<file path="config.mk">
export PLATFORM = sky130hd
export DESIGN_NAME = instruction_fetch
export DESIGN_NICKNAME = d
export VERILOG_FILES = /design/src/rtl/instruction_fetch.sv
export SDC_FILE = /design/constraint.sdc
export NUM_CORES = 1
export LEC_CHECK = 0
export BUFFER_PORTS_ARGS = -buffer_cell sky130_fd_sc_hd__buf_2
export CORE_MARGIN = 2
export CORE_UTILIZATION = 56
export CTS_BUF_LIST = sky130_fd_sc_hd__clkbuf_2 sky130_fd_sc_hd__clkbuf_4 sky130_fd_sc_hd__clkbuf_8
export DETAILED_ROUTE_END_ITERATION = 10
export PLACE_DENSITY_LB_ADDON = 0.1
export SKIP_LAST_GASP = 1
export SLEW_MARGIN = 20
export SYNTH_ARGS = -nofsm -noshare
export SYNTH_HDL_FRONTEND = slang
export SYNTH_SLANG_ARGS = --single-unit
</file>
<file path="constraint.sdc">
create_clock -name clock -period 3.8 [get_ports clock]
set_input_delay 0.38 -clock clock [delete_from_list [all_inputs] [get_ports clock]]
set_output_delay 0.38 -clock clock [all_outputs]
set_load 0.02 [all_outputs]
</file>
<file path="src/rtl/instruction_fetch.sv">
// instruction_fetch
//   Non-pipelined instruction fetch stage sitting directly in front of the control unit.
//   It holds the PC and fetches one word at a time from the instruction ROM over a
//   req/valid handshake. It presents that word for one EXEC cycle, then uses the decoded
//   control outputs to choose the next PC.
//
//   Ports
//     clock, reset       rising-edge clock; asynchronous active-high reset
//     romReq, romAddr    ROM read request and address (address is always the current pc)
//     _romData/_romValid ROM response; the data is captured only while waiting for it
//     instruction        registered instruction word; insnValid marks the EXEC cycle
//     _halt.._compare    decoded control from the control unit, sampled at the end of EXEC
//     _start             resume pulse out of HALTED
//     pc, halted         current program counter and halt status
//     insnCount          retired-instruction counter, saturating
module instruction_fetch #(
    parameter int PC_WIDTH   = 8,
    parameter int RESET_PC   = 0,
    parameter int CNT_WIDTH  = 16,
    parameter int INSN_WIDTH = 16,
    parameter int DATA_WIDTH = 8
) (
    input  logic                  clock,
    input  logic                  reset,
    output logic                  romReq,
    output logic [PC_WIDTH-1:0]   romAddr,
    input  logic [INSN_WIDTH-1:0] _romData,
    input  logic                  _romValid,
    output logic [INSN_WIDTH-1:0] instruction,
    output logic                  insnValid,
    input  logic                  _halt,
    input  logic                  _branch,
    input  logic                  _jump,
    input  logic                  _relative,
    input  logic [DATA_WIDTH-1:0] _destBranchJump,
    input  logic                  _compare,
    input  logic                  _start,
    output logic [PC_WIDTH-1:0]   pc,
    output logic                  halted,
    output logic [CNT_WIDTH-1:0]  insnCount
);

    localparam logic [PC_WIDTH-1:0] RESET_PC_L = PC_WIDTH'(RESET_PC);

    typedef enum logic [1:0] {
        S_FETCH  = 2'd0,
        S_WAIT   = 2'd1,
        S_EXEC   = 2'd2,
        S_HALTED = 2'd3
    } state_e;

    state_e                  state_q, state_d;
    logic [PC_WIDTH-1:0]     pc_q, pc_d;
    logic [INSN_WIDTH-1:0]   insn_q, insn_d;
    logic [CNT_WIDTH-1:0]    cnt_q, cnt_d;

    logic [PC_WIDTH-1:0]     offset_ext;
    logic [PC_WIDTH-1:0]     abs_target;
    logic [PC_WIDTH-1:0]     target;
    logic [PC_WIDTH-1:0]     pc_inc;

    // Offset is two's complement. When it is at least as wide as the PC, the bits above
    // PC_WIDTH cannot affect a modulo-2^PC_WIDTH sum, so truncation is exact.
    generate
        if (DATA_WIDTH >= PC_WIDTH) begin : g_wide_dest
            assign offset_ext = _destBranchJump[PC_WIDTH-1:0];
            assign abs_target = _destBranchJump[PC_WIDTH-1:0];
        end else begin : g_narrow_dest
            assign offset_ext = {{(PC_WIDTH-DATA_WIDTH){_destBranchJump[DATA_WIDTH-1]}}, _destBranchJump};
            assign abs_target = {{(PC_WIDTH-DATA_WIDTH){1'b0}}, _destBranchJump};
        end
    endgenerate

    assign pc_inc = pc_q + PC_WIDTH'(1);
    assign target = _relative ? (pc_q + offset_ext) : abs_target;

    always_comb begin
        state_d = state_q;
        pc_d    = pc_q;
        insn_d  = insn_q;
        cnt_d   = cnt_q;
        case (state_q)
            S_FETCH: state_d = S_WAIT;
            S_WAIT: begin
                if (_romValid) begin
                    insn_d  = _romData;
                    state_d = S_EXEC;
                end
            end
            S_EXEC: begin
                cnt_d   = (cnt_q == {CNT_WIDTH{1'b1}}) ? cnt_q : cnt_q + CNT_WIDTH'(1);
                state_d = S_FETCH;
                // Halt outranks jump, and jump outranks a taken branch.
                if (_halt) begin
                    pc_d    = pc_inc;
                    state_d = S_HALTED;
                end else if (_jump) begin
                    pc_d = target;
                end else if (_branch && _compare) begin
                    pc_d = target;
                end else begin
                    pc_d = pc_inc;
                end
            end
            S_HALTED: begin
                if (_start) state_d = S_FETCH;
            end
            default: state_d = S_FETCH;
        endcase
    end

    always_ff @(posedge clock or posedge reset) begin
        if (reset) begin
            state_q <= S_FETCH;
            pc_q    <= RESET_PC_L;
            insn_q  <= '0;
            cnt_q   <= '0;
        end else begin
            state_q <= state_d;
            pc_q    <= pc_d;
            insn_q  <= insn_d;
            cnt_q   <= cnt_d;
        end
    end

    // The request is decoded from the state so that a 1-cycle ROM can answer during the
    // first WAIT cycle. Reset lands in FETCH, so the request is also masked by reset to
    // keep it low while reset is held.
    assign romReq      = ~reset & ((state_q == S_FETCH) | (state_q == S_WAIT));
    assign romAddr     = pc_q;
    assign pc          = pc_q;
    assign instruction = insn_q;
    assign insnValid   = (state_q == S_EXEC);
    assign halted      = (state_q == S_HALTED);
    assign insnCount   = cnt_q;

endmodule

</file>
## Word-level counts from Yosys, hierarchy flattened

Index checks and enable logic that the tools add are counted.

- Bits of input ports: 33
- Register bits after elaboration: 42

- Bitwise operators: 4
- Equality and inequality tests: 6
- Mux-type cells: 8
- Add/sub/neg operators: 3
- Reduce and logical (&&, ||, !) cells: 5

Operators with widths:

| kind | count |
|---|---|
| 8-bit 2-to-1 mux | 4 |
| 16-bit by 1-bit adder with 16-bit output (second input constant) | 1 |
| 16-bit == test (second input constant) | 1 |
| 8-bit by 1-bit adder with 8-bit output (second input constant) | 1 |
| 8-bit adder | 1 |
| 2-bit case mux with 4 select lines | 1 |
| 2-bit 2-to-1 mux | 3 |
| 2-bit AND reduction | 3 |
| 2-bit == test (second input constant) | 2 |
| 2-bit inequality test (second input constant) | 2 |
| 2-bit by 1-bit == test with 1-bit output (second input constant) | 1 |
| 2-bit logical NOT | 1 |
| 1-bit NOT | 2 |
| 1-bit bitwise AND | 1 |
| 1-bit logical AND | 1 |
| 1-bit OR | 1 |

## Longest topological paths before layout

Gate-level depths: netlist (run 1).

- Word-level depth: 5
- Gate-level depth with buffers: 9
- Gate-level depth less buffers: 9

## Worst setup path before layout (run 1)

No wires, ideal clock.

- Path kind: flip-flop to flip-flop
- Start point: register pc_q[4] (netlist: pc[4])
- End point: register pc_q[7] (netlist: pc[7])
- Stages on the path, launching flop included: 8
- Data arrival time: 1,955 ps
- Period minus slack after synthesis: 2,043 ps
- Required time: 3,712 ps
- Library setup time: 88 ps
- Setup slack: 1,757 ps
- Cell sequence: dfrtp_1 > ha_1 > a21oi_1 > nand2_1 > a31oi_1 > mux2_2 > o2111ai_1 > nor3b_1

- Longest elaborated chain between the ends: 5
- Elaborated cells on any way between the ends: 6
- Those cells by class: add/sub: 2; mux: 4

Ends and longest elaborated chain:

| what | RTL line | text |
|---|---|---|
| from (decl) | 53 | `logic [PC_WIDTH-1:0] pc_q, pc_d;` |
| from (signal assigned) | 120 | `pc_q <= pc_d;` |
| 8-bit adder | 75 | `assign target = _relative ? (pc_q + offset_ext) : abs_target;` |
| 8-bit 2-to-1 mux | 75 |  |
| 8-bit 2-to-1 mux | 99 | `end else if (_branch && _compare) begin` |
| 8-bit 2-to-1 mux | 97 | `end else if (_jump) begin` |
| 8-bit 2-to-1 mux * | 94 | `if (_halt) begin` |

Every way passes the cells marked *; elsewhere a longest branch is shown, timed or not.
A chain may end at the register's enable or synchronous reset.

## Final worst setup path (run 1)

- Start point: register pc_q[0] (netlist: pc[0])
- End point: register pc_q[6] (netlist: pc[6])

Same word-level chain as after synthesis.

==> impl_metrics.toml, run 1 <==
[clock_tree]
cts-buffers-inserted = 5
htree_num_levels = 2
cts_setup_buffers = 0
clockBufferDepth = 2
clock_latency_ps = 290
cts_resized = 0
hold_buffers = 0
cts-root-buf = "clkbuf_8"
clock_sinks = 42
clk_pin_slew_ps = 70
cts_tree = "built"

[sta]
clock_skew_ps = 3.269
fin_crit_sh = 0.5554
fin_tns_setup_ps = 0
worst_pin_slew_ps = 782.4
hold_viol_final = 0
fmax_mhz = 473.8
drv_slew = 0
slew_headroom = 0.4769
setup_viol = 0
grt_setup_unrepaired = "no"
fin_crit_ps = 2111

[drt]
routedWlPerCell_um = 13.87
antenna_left = 0
vias = 1993
drtPass1Iterations = 4
dr.first_iter.drc_count = 87
drt_wl_total_mm = 4.993
route.detailed.drc = 0
viasPerCell = 5.536

[yosys]
synth_area_per_cell_sq_um = 10.20
synth_top_family_by_area = "simple AND/OR/NAND/NOR gates"
synth_top_area_share = 0.4403
synthTopCellsByArea = "dfrtp_1, mux2_2, ha_1"
synth_compound_area_frac = 0.1258
ys_seq_area_frac = 0.4403
dominantRegCellSynth = "dfrtp_1"
synth_edf_count = 0
synth_seq_cells = 42
synth_mux_area_frac = 0.09748
synth_top_area_cell = "dfrtp_1"
async_flop_share = 1.000
synthCells = 234
synth_area_sq_um = 2387
yosys.area_share.simple = 0.1630
yosysMostFrequentCell = "dfrtp_1"
ys_top_cells_by_count = "dfrtp_1, mux2_2, nor2_1"
synth_nets = 277
ys.warnings.count = 0
synth-xor-area-share = 0.06604
yosys.area_share.adder = 0.05556
yosysUniqueCellTypes = 51

[finish]
fin_cells = 360
antennaDiodeCount = 0
drive_gt1_frac = 0.3806
final_nets = 353
syn_to_final_growth_pct = 21.33

[power]
peakVddDrop_mv = 0.4265
cellPowerDensity_nw_per_um2 = 768.8
leakage_nw = 1.429
finalPower_mw = 2.227

[worst_setup_path]
crit_type = "reg2reg"
required_ps = 3970
critPathArrivalTime_ps = 2290
cp_max_fo = 8
startpoint_type = "flip-flop"
crit_slowest_cell = "dfrtp_1"
cpPeakStageDelay_ps = 470
crit_chain = "ha_1 > inv_1 > fa_1 > nor2b_1 > o211ai_1 > a21boi_0 > mux2i_1 > o21ai_0 > nand2_1"
endpoint_kind = "flip-flop"

[placement]
dp.cells = 353
gp_congestion = 0.8875
place_hpwl_mm = 3.689
numPortBuffers = 83

[job]
max_cap_viol_count = 0

[min_path]
hold_path.class = "in2async"

[die]
die_y_um = 69.29
rows = 23
die_w_um = 69.29
initial_core_util = 0.5883
coreArea_sq_um = 4058
pin_count = 84
die_area_sq_um = 4801

[global_routing]
grt_pass1_wl_mm = 8.604
overflow = 0
grt_pass1_vias = 1937
grt_use_total = 0.2167
antenna_found_initial = 0
grt_max_degree = 27

[run_status]
status = "finished clean"
==> registers in the layout, summed over array words and instances, names as in the netlist <==
register     count
instruction     16
pc               8
insnCount       16
state_q          2
==> metrics by stage <==
step	utilization	setup WS [ps]	cell area, sq um	hold WS [ps]
2_1_floorplan	-	1757	2387	530.5
3_3_place_gp	0.6861	1694	2784	479.3
3_5_place_dp	0.6861	1633	2784	487.9
4_1_cts	0.7138	1690	2897	183.3
5_1_grt	0.7138	1453	2897	238.6
6_report	0.7138	1689	2897	167.8
==> worst paths after layout <==
| kind | from | endpoint | slack, ps | depth (start not counted) |
|---|---|---|---|---|
| min in group clock | _romData[13] | instruction[13] | 320 | 2 |
| worst max-delay path | pc[0] | pc[6] | 1690 | 9 |
| worst max register to register | pc[0] | pc[6] | 1690 | 9 |
| max in group asynchronous | reset | pc[3] | 2880 | 3 |
| worst min register to register | insnCount[15] | insnCount[15] | 500 | 1 |
| worst min-delay path | reset | instruction[2] | 170 | 2 |
==> cell usage in the layout (no fill, tap or decap), types with 2 or more instances in the layout <==
| master | instances |
|---|---|
| nand4_1 | 2 |
| a21oi_1 | 12 |
| a31oi_1 | 3 |
| mux2i_1 | 3 |
| buf_2 | 83 |
| nand2_1 | 16 |
| a211oi_1 | 2 |
| xnor2_1 | 8 |
| o211ai_1 | 2 |
| nor3_1 | 4 |
| clkbuf_8 | 6 |
| a21boi_0 | 2 |
| nor2_1 | 17 |
| nand3_1 | 13 |
| nor3b_1 | 2 |
| inv_1 | 8 |
| nand3b_1 | 2 |
| nor4_1 | 2 |
| dfrtp_1 | 42 |
| xor2_1 | 10 |
| ha_1 | 9 |
| o21ai_0 | 12 |
| mux2_2 | 18 |
| and3_1 | 3 |
| o21a_1 | 3 |
==> power breakdown <==
part | switching, mW | internal, mW
logic | 0.644 | 0.447
registers | 0.175 | 0.611
clock network | 0.140 | 0.210
==> cell families (layout without fill, tap and decap cells) <==
group	Yosys count	count (layout)
flip-flops	42	42
buffers and inverters	24	100
AND/OR/NAND/NOR	73	73
multiplexers	21	21
XOR/XNOR	18	18
adder cells (fa/ha/maj)	10	10
AO/OA/AOI/OAI	46	46
==> metal layers <==
metal | GRT usage | routed length (um) | vias to the layer above
li1 | - | - | 974
met1 | 0.2877 | 2320 | 947
met2 | 0.3622 | 2362 | 62
met3 | 0.04360 | 258 | 10
met4 | 0.05882 | 52 | 0
met5 | 0 | 0 | -
==> area by class of cell <==
class,instances,area (sq um)
flip-flops and latches,42,1051
repair buffers,84,422.9
well taps,50,62.56
clock buffers,6,82.58
multi-input cells,168,1212
clock inverters,1,30.03
inverters,9,35.03
fillers,319,1161
==> worst max-delay path, delay by kind of cell (launching register included) <==
kind	cells	cell delay, ps
DFF	1	470
buffers and inverters	1	50
adders and majority gates	2	600
and+or+nand+nor	2	270
AOI/OAI and AO/OA	3	510
muxes	1	100
Note: power is estimated with default switching activity, not from simulation.
==> run 2, diff against run 1 <==
--- a/config.mk
+++ b/config.mk
@@ -7,7 +7,7 @@
 export LEC_CHECK = 0
 export BUFFER_PORTS_ARGS = -buffer_cell sky130_fd_sc_hd__buf_2
 export CORE_MARGIN = 2
-export CORE_UTILIZATION = 56
+export CORE_UTILIZATION = 47
 export CTS_BUF_LIST = sky130_fd_sc_hd__clkbuf_2 sky130_fd_sc_hd__clkbuf_4 sky130_fd_sc_hd__clkbuf_8
 export DETAILED_ROUTE_END_ITERATION = 10
 export PLACE_DENSITY_LB_ADDON = 0.1
==> constraint.sdc (replaced) <==
create_clock -name clock -period 1.9 [get_ports clock]
set_input_delay 0.19 -clock clock [delete_from_list [all_inputs] [get_ports clock]]
set_output_delay 0.19 -clock clock [all_outputs]
set_load 0.02 [all_outputs]
==> run 2 against run 1 <==
  * Sequential power up 90%
  * Clock power grew 75%
  * Fmax rose by 15%
  * Core utilization fell by 5.7 points
  * Power grew 120%
  * Die area up 18%
  * Routed wire length rose by 11%
  * Worst setup slack got worse by 1600 ps
  * Register-to-register slack got worse by 1600 ps
  * Flip-flop and latch count stayed put
  * Largest cell class unchanged
==> impl_metrics.toml, run 2 (synthesized netlist as in run 1, its figures left out) <==
[power]
seq_power_share = 0.308
combPwrFrac = 0.565
clkPwrFrac = 0.127
p_sw_mw = 2.101
cellInternalPower_mw = 2.721
leakage_nw = 1.517
peakVddDrop_mv = 0.7459
cellPowerDensity_nw_per_um2 = 1524
swShare = 0.4356

[global_routing]
grt_max_degree = 19
grt_pass1_wl_mm = 8.742
grt_pass1_vias = 1883
antenna_found_initial = 0
grt_use_total = 0.2054
overflow = 0

[sta]
worst_pin_slew_ps = 635.5
grt_setup_unrepaired = "yes"
fin_crit_sh = 0.9626
fin_tns_setup_ps = 0
clock_skew_ps = 5.710
slew_headroom = 0.5748
fmax_mhz = 546.7
fin_crit_ps = 1829
setup_viol = 0
hold_viol_final = 0
drv_slew = 0

[die]
rows = 25
die_area_sq_um = 5666
pin_count = 84
coreArea_sq_um = 4817
die_w_um = 75.27
die_y_um = 75.27
initial_core_util = 0.4956

[clock_tree]
cts-root-buf = "clkbuf_8"
clockBufferDepth = 2
clk_pin_slew_ps = 80
cts-buffers-inserted = 5
clock_sinks = 42
clock_latency_ps = 300
htree_num_levels = 2
cts_tree = "built"
cts_setup_buffers = 0

[placement]
numPortBuffers = 83
dpl_cell_area_sq_um = 3014
gp_congestion = 0.8050
place_hpwl_mm = 4.224

[drt]
antenna_left = 0
drtPass1Iterations = 6
met1_length_mm = 2.551
wl_met2_mm = 2.630
viasPerCell = 5.156
dr.first_iter.drc_count = 42
routed.top_layer = "met4"
met3WireLength_um = 301
route.detailed.drc = 0
routedWlPerCell_um = 13.98
drt_wl_total_mm = 5.552
vias = 2047

[finish]
final_util = 0.6569
antennaDiodeCount = 0
syn_to_final_growth_pct = 32.55
layout_commonest_cell = "buf_2"
postLayoutCellArea_sq_um = 3164
fillers = 423
final_cell_mix = "buf_2, dfrtp_1, buf_4"
drive_gt1_frac = 0.4667
final_nets = 372

[min_path]
min_from = "_romData[5]"
min_path_cells = 2
hold_path.class = "in2reg"

[worst_setup_path]
startpoint_type = "flip-flop"
required_ps = 2130
crit_type = "reg2reg"
critPathArrivalTime_ps = 2060
endpoint_kind = "flip-flop"
cp_max_fo = 4
startpoint = "pc[1]"
r2r-start = "pc[1]"
r2r_cells = 7

[job]
max_cap_viol_count = 0

[run_status]
status = "finished clean"
-- run 2: worst paths after layout --
check | slack, ps | to
max | 70 | pc[7]
min | 120 | instruction[5]
min in group asynchronous | 480 | instruction[15]
min reg2reg | 490 | insnCount[7]
max reg2reg | 70 | pc[7]
max in group asynchronous | 790 | instruction[11]
-- run 2: final cells by class --
type,instances,area (sq um),area share
Clock buffer,6,82.58,0.02610
Inverter,9,35.03,0.01107
Clock inverter,2,12.51,0.003954
Tap cell,67,83.83,0.02649
Sequential cell,42,1056,0.3337
Timing Repair Buffer,103,568.0,0.1795
Multi-Input combinational cell,168,1326,0.4191
-- run 2: per-stage QoR --
step / power [mW] / hold WS (ps) / cells / setup slack [ps]
after detailed placement: 4.139 / 270.9 / 388 / -64.19
after floorplan: 3.293 / 340.5 / 234 / -39.76
final: 4.822 / 116.3 / 397 / 70.99
after global routing: 5.187 / 103.8 / 397 / -15.22
after global placement: 4.086 / 248.6 / 388 / -37.92
after CTS: 4.809 / 105.1 / 397 / 17.65
-- run 2: power groups by stage --
stage | combinational [mW] | sequential, mW | clock [mW]
2_1_floorplan | 1.38 | 1.91 | 0
3_3_place_gp | 2.60 | 1.49 | 0
3_5_place_dp | 2.63 | 1.51 | 0
4_1_cts | 2.68 | 1.49 | 0.638
5_1_grt | 2.97 | 1.54 | 0.677
6_report | 2.72 | 1.49 | 0.613
-- run 2: per-layer routing --
layer  track usage  up-vias
met1        0.2846      971
met2        0.3187       54
met5             0        -
li1              -     1016
met3       0.04685        6
met4       0.07018        0
-- run 2: critical path, cell delays in order, from the launching register on --
cell and delay (ps):
dfrtp_2 440, ha_4 280, a21oi_2 50, nor2b_2 180, a31oi_4 120, mux2_4 330
o2111ai_1 180, nor3b_2 170
-- run 2: repair_timing --
| item | in CTS | in global routing |
|---|---|---|
| setup endpoints to repair | 1 | 3 |
| resized for setup | 3 | 7 |
| hold endpoints to repair | 12 | 0 |
| cloned | 0 | 0 |
| hold buffers | 1 | 0 |
| pin swaps | 1 | 2 |
==> run 3, diff against run 2 <==
==> constraint.sdc (replaced) <==
create_clock -name clock -period 1.5 [get_ports clock]
set_input_delay 0.15 -clock clock [delete_from_list [all_inputs] [get_ports clock]]
set_output_delay 0.15 -clock clock [all_outputs]
set_load 0.02 [all_outputs]
==> run 3 against run 2 <==
  * The flow now finishes with violations (negative setup slack)
  * Global-route usage increased by 1.2 points
  * Non-clock buffer count increased by 39
  * Worst setup slack got worse by 440 ps
  * Routed wire length increased by 17%
  * Register-to-register slack got worse by 440 ps
  * Power increased by 39%
  * First-iteration DRC count increased by 130%
==> impl_metrics.toml, run 3 (synthesized netlist as in run 1, its figures left out) <==
[run_status]
status = "finished with violations"
violations = "negative setup slack"

[drt]
route.detailed.drc = 0
dr.first_iter.drc_count = 95
drtPass1Iterations = 4
vias = 2281
antenna_left = 0
routedWlPerCell_um = 14.85
viasPerCell = 5.232
drt_wl_total_mm = 6.475

[global_routing]
grt_pass1_vias = 2056
grt_max_degree = 26
grt_use_total = 0.2176
antenna_found_initial = 0
overflow = 0
grt_pass1_wl_mm = 9.342

[finish]
final_nets = 411
drive_gt1_frac = 0.6369
fin_cells = 436
final_util = 0.7761
layout_commonest_cell = "buf_2"
antennaDiodeCount = 0
final_cell_mix = "buf_2, buf_4, dfrtp_1"
syn_to_final_growth_pct = 56.60

[min_path]
hold_path.class = "in2reg"

[worst_setup_path]
endpoint_kind = "flip-flop"
required_ps = 1690
crit_type = "reg2reg"
cp_max_fo = 4
startpoint_type = "flip-flop"
critPathArrivalTime_ps = 2050

[die]
die_area_sq_um = 5666
coreArea_sq_um = 4817
rows = 25
initial_core_util = 0.4956
pin_count = 84
die_y_um = 75.27
die_w_um = 75.27

[sta]
slew_headroom = 0.5164
fin_tns_setup_ps = -1733
fin_crit_sh = 1.244
fmax_mhz = 535.7
timing.hold.ws_ps = 77.22
worst_pin_slew_ps = 720.9
clock_skew_ps = 6.584
setup_viol = 12
drv_slew = 0
grt_setup_unrepaired = "yes"
finalWorstSetupSlack_ps = -366.6
fin_crit_ps = 1867
hold_viol_final = 0

[clock_tree]
cts-root-buf = "clkbuf_8"
htree_num_levels = 2
cts_tree = "built"
clock_latency_ps = 300
clock_sinks = 42
clk_pin_slew_ps = 80
cts-buffers-inserted = 5
clockBufferDepth = 2

[placement]
place_hpwl_mm = 4.693
gp_congestion = 0.8628
numPortBuffers = 83
dp.cells = 414

[power]
leakage_nw = 1.755
peakVddDrop_mv = 1.031
cellPowerDensity_nw_per_um2 = 1797

[job]
max_cap_viol_count = 0
==> run 3: cell types whose count changed in the layout (fill, tap and decap cells not counted), moves of 4 or more <==
cell,before,now
buf_6,0,4
nand3_1,13,7
dfrtp_1,38,23
buf_4,19,51
dfrtp_2,4,19
==> run 3: worst paths after layout <==
path | from | to | slack (ps) | cells after the start
worst max register to register | pc[4] | pc[7] | -370 | 7
min in group asynchronous | reset | insnCount[7] | 450 | 3
max in group asynchronous | reset | pc[2] | 520 | 4
worst max-delay path | pc[4] | pc[7] | -370 | 7
worst min register to register | insnCount[15] | insnCount[15] | 500 | 1
worst min-delay path | _romData[0] | instruction[0] | 80 | 2
==> run 3: cell type report <==
type | count | area (sq um)
multi-input combinational | 168 | 1535
fill | 350 | 1079
sequential | 42 | 1075
timing repair buffer | 142 | 908.4
tap | 67 | 83.83
clock buffer | 6 | 82.58
inverter | 9 | 41.29
clock inverter | 2 | 12.51
==> run 3: layer usage <==
layer / part of all wire / GRT usage
met5: 0 / 0
met2: 0.53 / 0.3899
met1: 0.42 / 0.2642
met3: 0.037 / 0.04016
met4: 0.015 / 0.07018
==> run 3: worst max-delay path, stage by stage, from the launching register on <==
cell	delay [ps]
dfrtp_2	430
ha_4	270
a21oi_4	120
nand2_1	80
a31oi_2	210
mux2_4	350
nor4_4	230
nor3b_2	70
==> run 3: timing repair <==
item                                    in CTS  in global routing
endpoints found under the hold margin       17                  0
resized for setup                           21                 26
pin swaps                                   19                 27
hold buffers                                 1                  0
setup buffers                                5                  9
endpoints found under the setup margin      11                 18
==> run 3: report_power, final <==
| group | total, mW | internal [mW] | switching (mW) |
|---|---|---|---|
| Sequential | 1.86 | 1.57 | 0.291 |
| Clock | 0.765 | 0.370 | 0.395 |
| Combinational | 4.09 | 1.89 | 2.20 |
| Total | 6.72 | 3.83 | 2.88 |
==> run 3: metrics by stage <==
| stage | cell area, sq um | total power, mW | setup WS, ps |
|---|---|---|---|
| 6_report | 3739 | 6.717 | -366.6 |
| 5_1_grt | 3739 | 7.141 | -409.6 |
| 4_1_cts | 3547 | 6.588 | -347.8 |
| 3_5_place_dp | 3298 | 5.570 | -476.5 |
| 3_3_place_gp | 3298 | 5.463 | -429.2 |
| 2_1_floorplan | 2527 | 4.266 | -439.1 |
